File: src/rtl/oam_dma_controller.sv
`timescale 1ns/1ps
`default_nettype none
// ============================================================================
// oam_dma_controller : OAM DMA register and 160-byte copy engine between the
//                      CPU bus and the memory unit; transparent when idle.
// Revision 1.0
// ============================================================================
module oam_dma_controller #(
  parameter int unsigned  XFER_LEN     = 160,
  parameter logic [15:0]  OAM_BASE     = 16'hFE00,
  parameter logic [15:0]  DMA_REG_ADDR = 16'hFF46
) (
  input  logic        clk,
  input  logic        rst,
  input  logic [15:0] cpu_address,
  input  logic        cpu_re,
  input  logic        cpu_we,
  input  logic [7:0]  cpu_wdata,
  output logic        cpu_stall,
  output logic        dma_reg_hit,
  output logic [7:0]  dma_src,
  output logic        dma_active,
  output logic [15:0] mem_address,
  output logic        mem_re,
  output logic        mem_we,
  output logic [7:0]  mem_wdata,
  input  logic [7:0]  mem_rdata
);

  localparam logic [7:0] LAST_IDX = 8'(XFER_LEN - 1);

  typedef enum logic [1:0] {
    IDLE  = 2'd0,
    SETUP = 2'd1,
    RD    = 2'd2,
    WR    = 2'd3
  } state_t;

  state_t     state_q, state_d;
  logic [7:0] idx_q, idx_d;
  logic [7:0] byte_buf_q, byte_buf_d;
  logic [7:0] dma_src_q, dma_src_d;
  logic [7:0] src_hi_q, src_hi_d;

  logic reg_sel;
  logic busy;

  assign reg_sel = (cpu_address == DMA_REG_ADDR);
  assign busy    = (state_q != IDLE);
  assign dma_src = dma_src_q;

  always_comb begin
    state_d    = state_q;
    idx_d      = idx_q;
    byte_buf_d = byte_buf_q;
    dma_src_d  = dma_src_q;
    src_hi_d   = src_hi_q;
    case (state_q)
      IDLE: begin
        if (cpu_we && reg_sel) begin
          dma_src_d = cpu_wdata;
          // Echo-RAM pages E0-FF fold onto their work-RAM mirror C0-DF.
          src_hi_d  = (cpu_wdata >= 8'hE0) ? (cpu_wdata & 8'hDF) : cpu_wdata;
          idx_d     = 8'h00;
          state_d   = SETUP;
        end
      end
      SETUP: state_d = RD;
      RD: begin
        byte_buf_d = mem_rdata;
        state_d    = WR;
      end
      WR: begin
        if (idx_q == LAST_IDX) begin
          idx_d   = 8'h00;
          state_d = IDLE;
        end else begin
          idx_d   = idx_q + 8'h01;
          state_d = RD;
        end
      end
      default: state_d = IDLE;
    endcase
  end

  always_ff @(posedge clk or negedge rst) begin
    if (!rst) begin
      state_q    <= IDLE;
      idx_q      <= 8'h00;
      byte_buf_q <= 8'h00;
      dma_src_q  <= 8'h00;
      src_hi_q   <= 8'h00;
    end else begin
      state_q    <= state_d;
      idx_q      <= idx_d;
      byte_buf_q <= byte_buf_d;
      dma_src_q  <= dma_src_d;
      src_hi_q   <= src_hi_d;
    end
  end

  // Gated by rst so the idle pass-through cannot leak CPU values while in reset.
  always_comb begin
    dma_active  = 1'b0;
    cpu_stall   = 1'b0;
    dma_reg_hit = 1'b0;
    mem_address = 16'h0000;
    mem_re      = 1'b0;
    mem_we      = 1'b0;
    mem_wdata   = 8'h00;
    if (rst) begin
      dma_active  = busy;
      cpu_stall   = busy & (cpu_re | cpu_we) & ~reg_sel;
      dma_reg_hit = cpu_re & reg_sel;
      case (state_q)
        IDLE: begin
          mem_address = cpu_address;
          mem_re      = cpu_re;
          mem_we      = cpu_we & ~reg_sel;
          mem_wdata   = cpu_wdata;
        end
        RD: begin
          mem_address = {src_hi_q, idx_q};
          mem_re      = 1'b1;
        end
        WR: begin
          mem_address = OAM_BASE + {8'h00, idx_q};
          mem_we      = 1'b1;
          mem_wdata   = byte_buf_q;
        end
        default: ;
      endcase
    end
  end

endmodule
`default_nettype wire

File: config.mk
export PLATFORM = sky130hd
export DESIGN_NAME = oam_dma_controller
export DESIGN_NICKNAME = d
export VERILOG_FILES = /design/src/rtl/oam_dma_controller.sv
export SDC_FILE = /design/constraint.sdc
export NUM_CORES = 1
export LEC_CHECK = 0
export CAP_MARGIN = 20
export CORE_MARGIN = 1.5
export CORE_UTILIZATION = 39
export DETAILED_ROUTE_END_ITERATION = 8
export GPL_TIMING_DRIVEN = 0
export PLACE_DENSITY = 0.85
export SETUP_SLACK_MARGIN = 0.4
export SYNTH_ARGS = -nofsm -noshare
export SYNTH_HDL_FRONTEND = slang
export SYNTH_SLANG_ARGS = --single-unit
File: constraint.sdc
create_clock -name clk -period 1.89 [get_ports clk]
set_input_delay 0.2835 -clock clk [delete_from_list [all_inputs] [get_ports clk]]
set_output_delay 0.2835 -clock clk [all_outputs]
set_load 0.05 [all_outputs]
==> flow_metrics.py, run 1 <==
metrics = {
    "critical_path": {
        "start_kind": "register",
        "worstPathRequired_ns": 1.61,
        "crit_arrival_ns": 1.92,
        "reg2reg_depth": 6,
        "critPathCaptureType": "primary output",
        "timing.rr.end": "idx_q[7]",
        "worstReg2RegStart": "idx_q[4]",
        "cp_max_fo": 8,
        "r2r_slack_ns": -0.04,
        "path_class": "register to primary output",
    },
    "routing": {
        "wl_per_cell_um": 26.9,
        "drt-total-wl_mm": 9.64,
        "drc": 0,
        "drt_iter0_markers": 236,
        "via_count": 2332,
        "drt-pass1-iter-count": 5,
        "vias_per_cell": 6.51,
        "ant_nets": 0,
    },
    "run_status": {
        "violations": "negative setup slack",
        "status": "finished, violations left",
    },
    "placement": {
        "portBuffers": 72,
        "placed_area_um2": 3150,
        "gp_congestion": 0.875,
        "hpwl_mm": 4.30,
    },
    "global_route": {
        "grt_pass1_vias": 2232,
        "grt_remaining_overflow": 0,
        "grt_max_degree": 33,
        "grtUsageTotal_pct": 34.8,
        "antenna_found_initial": 0,
        "grt_pass1_wl_mm": 13.0,
    },
    "timing": {
        "whs_ns": 0.0628,
        "final.min_clock_period_ns": 2.21,
        "finClkSkew_ns": 0.0157,
        "rsz0062_at_grt": "yes",
        "setup_viol": 40,
        "relSlewSlack_pct": 45.6,
        "hold_viol": 0,
        "tightestPinTransition_ns": 0.816,
        "max_freq_mhz": 453,
        "setup_ws_ns": -0.315,
        "period_share_pct": 117,
        "slew_viol_final": 0,
    },
    "final_layout": {
        "fin_nets": 348,
        "stdcell_area_um2": 3920,
        "n_antenna_cell": 0,
        "area_delta_synth_final_pct": 122,
        "fillCellCount": 171,
        "mostFrequentLayoutCell": "nor2_4",
        "final_cell_mix": "nor2_4, buf_6, buf_8, buf_4, dfrtp_1",
        "drive_gt1_share_pct": 69.3,
    },
    "clocking": {
        "cts_buffer_depth": 2,
        "htreeDepth": 1,
        "hold_buffers": 0,
        "numCtsBuffers": 3,
        "clk_pin_slew_worst_paths_ns": 0.13,
        "cts-root-buf": "clkbuf_8",
        "clock_sinks": 27,
        "clkLatencyLatePin_ns": 0.30,
        "cts_tree": "done",
    },
    "pwr": {
        "vdd_drop_max_v": 0.00108,
        "leakagePower_nw": 1.63,
        "total_power_w": 0.00568,
        "power_density_nw_per_um2": 1450,
    },
    "logic_synthesis": {
        "yosys_register_bits": 27,
        "yosysUniqueCellTypes": 37,
        "synthCells": 195,
        "syn-num-nets": 236,
        "synth_ff_type": "dfrtp_1",
        "synth_warnings": 0,
        "avgSynthCellArea_um2": 9.05,
        "syn_area_um2": 1760,
        "yosysSeqAreaShare_pct": 38.3,
        "synthArstFlopShare_pct": 100,
        "synth_edf_count": 0,
    },
    "die": {
        "num_rows": 24,
        "die_y_um": 70.3,
        "dieArea_um2": 4940,
        "io_pins": 73,
        "core_area_um2": 4350,
        "start_util_pct": 40.5,
        "die_w_um": 70.3,
    },
    "job": {
        "cap_violations": 0,
    },
    "min_path": {
        "holdCritPathClass": "input pin to asynchronous set/reset pin",
    },
}
[routing by layer]
metal / share of wire (%) / track usage [%]
met4: 5.6 / 14.1
met1: 37 / 44.1
met2: 49 / 59.0
met3: 8.5 / 5.48
met5: 0 / 0
[flip-flops by register name, indices dropped and copies added, names as in the netlist]
| signal | count |
|---|---|
| state_q | 2 |
| idx_q | 8 |
| dma_src | 8 |
| byte_buf_q | 8 |
| src_hi_q | 1 |
[logic make-up after synthesis]
group	Yosys count	synth area share (%)
AO/OA/AOI/OAI	49	19.8
adder cells (fa/ha/maj)	5	3.55
buffers and inverters	27	7.30
flip-flops	27	38.3
multiplexers	17	10.8
AND/OR/NAND/NOR	70	20.3
[cell usage after synthesis (all sizes together) (3+ instances only)]
cell type | n | area, um2
dfrtp | 27 | 676
buf | 9 | 61.3
nor2 | 31 | 116
a21oi | 3 | 15.0
a22oi | 17 | 128
nand4 | 3 | 18.8
a221oi | 7 | 61.3
nor2b | 4 | 25.0
nand2 | 12 | 45.0
o31ai | 3 | 22.5
nand3 | 6 | 30.0
ha | 5 | 62.6
o21ai | 8 | 40.0
clkbuf | 16 | 60.1
a21o | 3 | 22.5
mux2 | 16 | 180
[final cells by class]
type / count / area [um2] / area share (%)
Multi-Input combinational cell: 141 / 1580 / 40.3
Clock inverter: 1 / 7.51 / 0.191
Clock buffer: 3 / 41.3 / 1.05
Timing Repair Buffer: 107 / 1150 / 29.3
Sequential cell: 27 / 681 / 17.4
Tap cell: 52 / 65.1 / 1.66
Buffer: 25 / 390 / 9.95
Inverter: 2 / 7.51 / 0.191
[critical path, cell delays in order (launching register included)]
cell and delay, ns:
dfrtp_2 0.50, ha_4 0.19, buf_8 0.12, or2_4 0.22
clkbuf_16 0.17, a22oi_2 0.23, nor2_4 0.06, buf_8 0.15
[how the worst max path moves through the flow]
| stage | start | to |
|---|---|---|
| after CTS | state_q[1] | mem_address[0] |
| after global placement | rst | mem_address[7] |
| after detailed placement | cpu_address[1] | mem_we |
| after global routing | state_q[1] | mem_address[6] |
| final | state_q[1] | mem_address[6] |
| after floorplan | state_q[1] | cpu_stall |
[power breakdown]
part           switching, W  internal (W)
Combinational       0.00229       0.00213
Sequential         0.000157      0.000707
Clock              0.000238      0.000151
Total               0.00269       0.00299
[timing repair]
action	4_1_cts	5_1_grt
setup buffers	19	7
gates cloned	8	1
endpoints found under the setup margin	56	59
pin swaps	49	32
gates resized for setup	329	47
[metrics by stage]
| step | utilization (%) | worst slack [ns] | cells | TNS (ns) |
|---|---|---|---|---|
| 5_1_grt | 90.1 | -0.355 | 358 | -9.35 |
| 6_report | 90.1 | -0.315 | 358 | -7.90 |
| 3_5_place_dp | 72.3 | -1.33 | 319 | -33.09 |
| 4_1_cts | 85.6 | -0.269 | 350 | -6.32 |
| 3_3_place_gp | 72.4 | -1.65 | 319 | -62.57 |
| 2_1_floorplan | - | -0.0592 | 195 | -0.686 |
No activity file was read; power rests on OpenSTA's default activity.
==> run 2: changes to the inputs <==
- CAP_MARGIN: 20 -> default
==> results of run 2 <==
No change in the layout: final DEF, timing and power equal those of run 1.
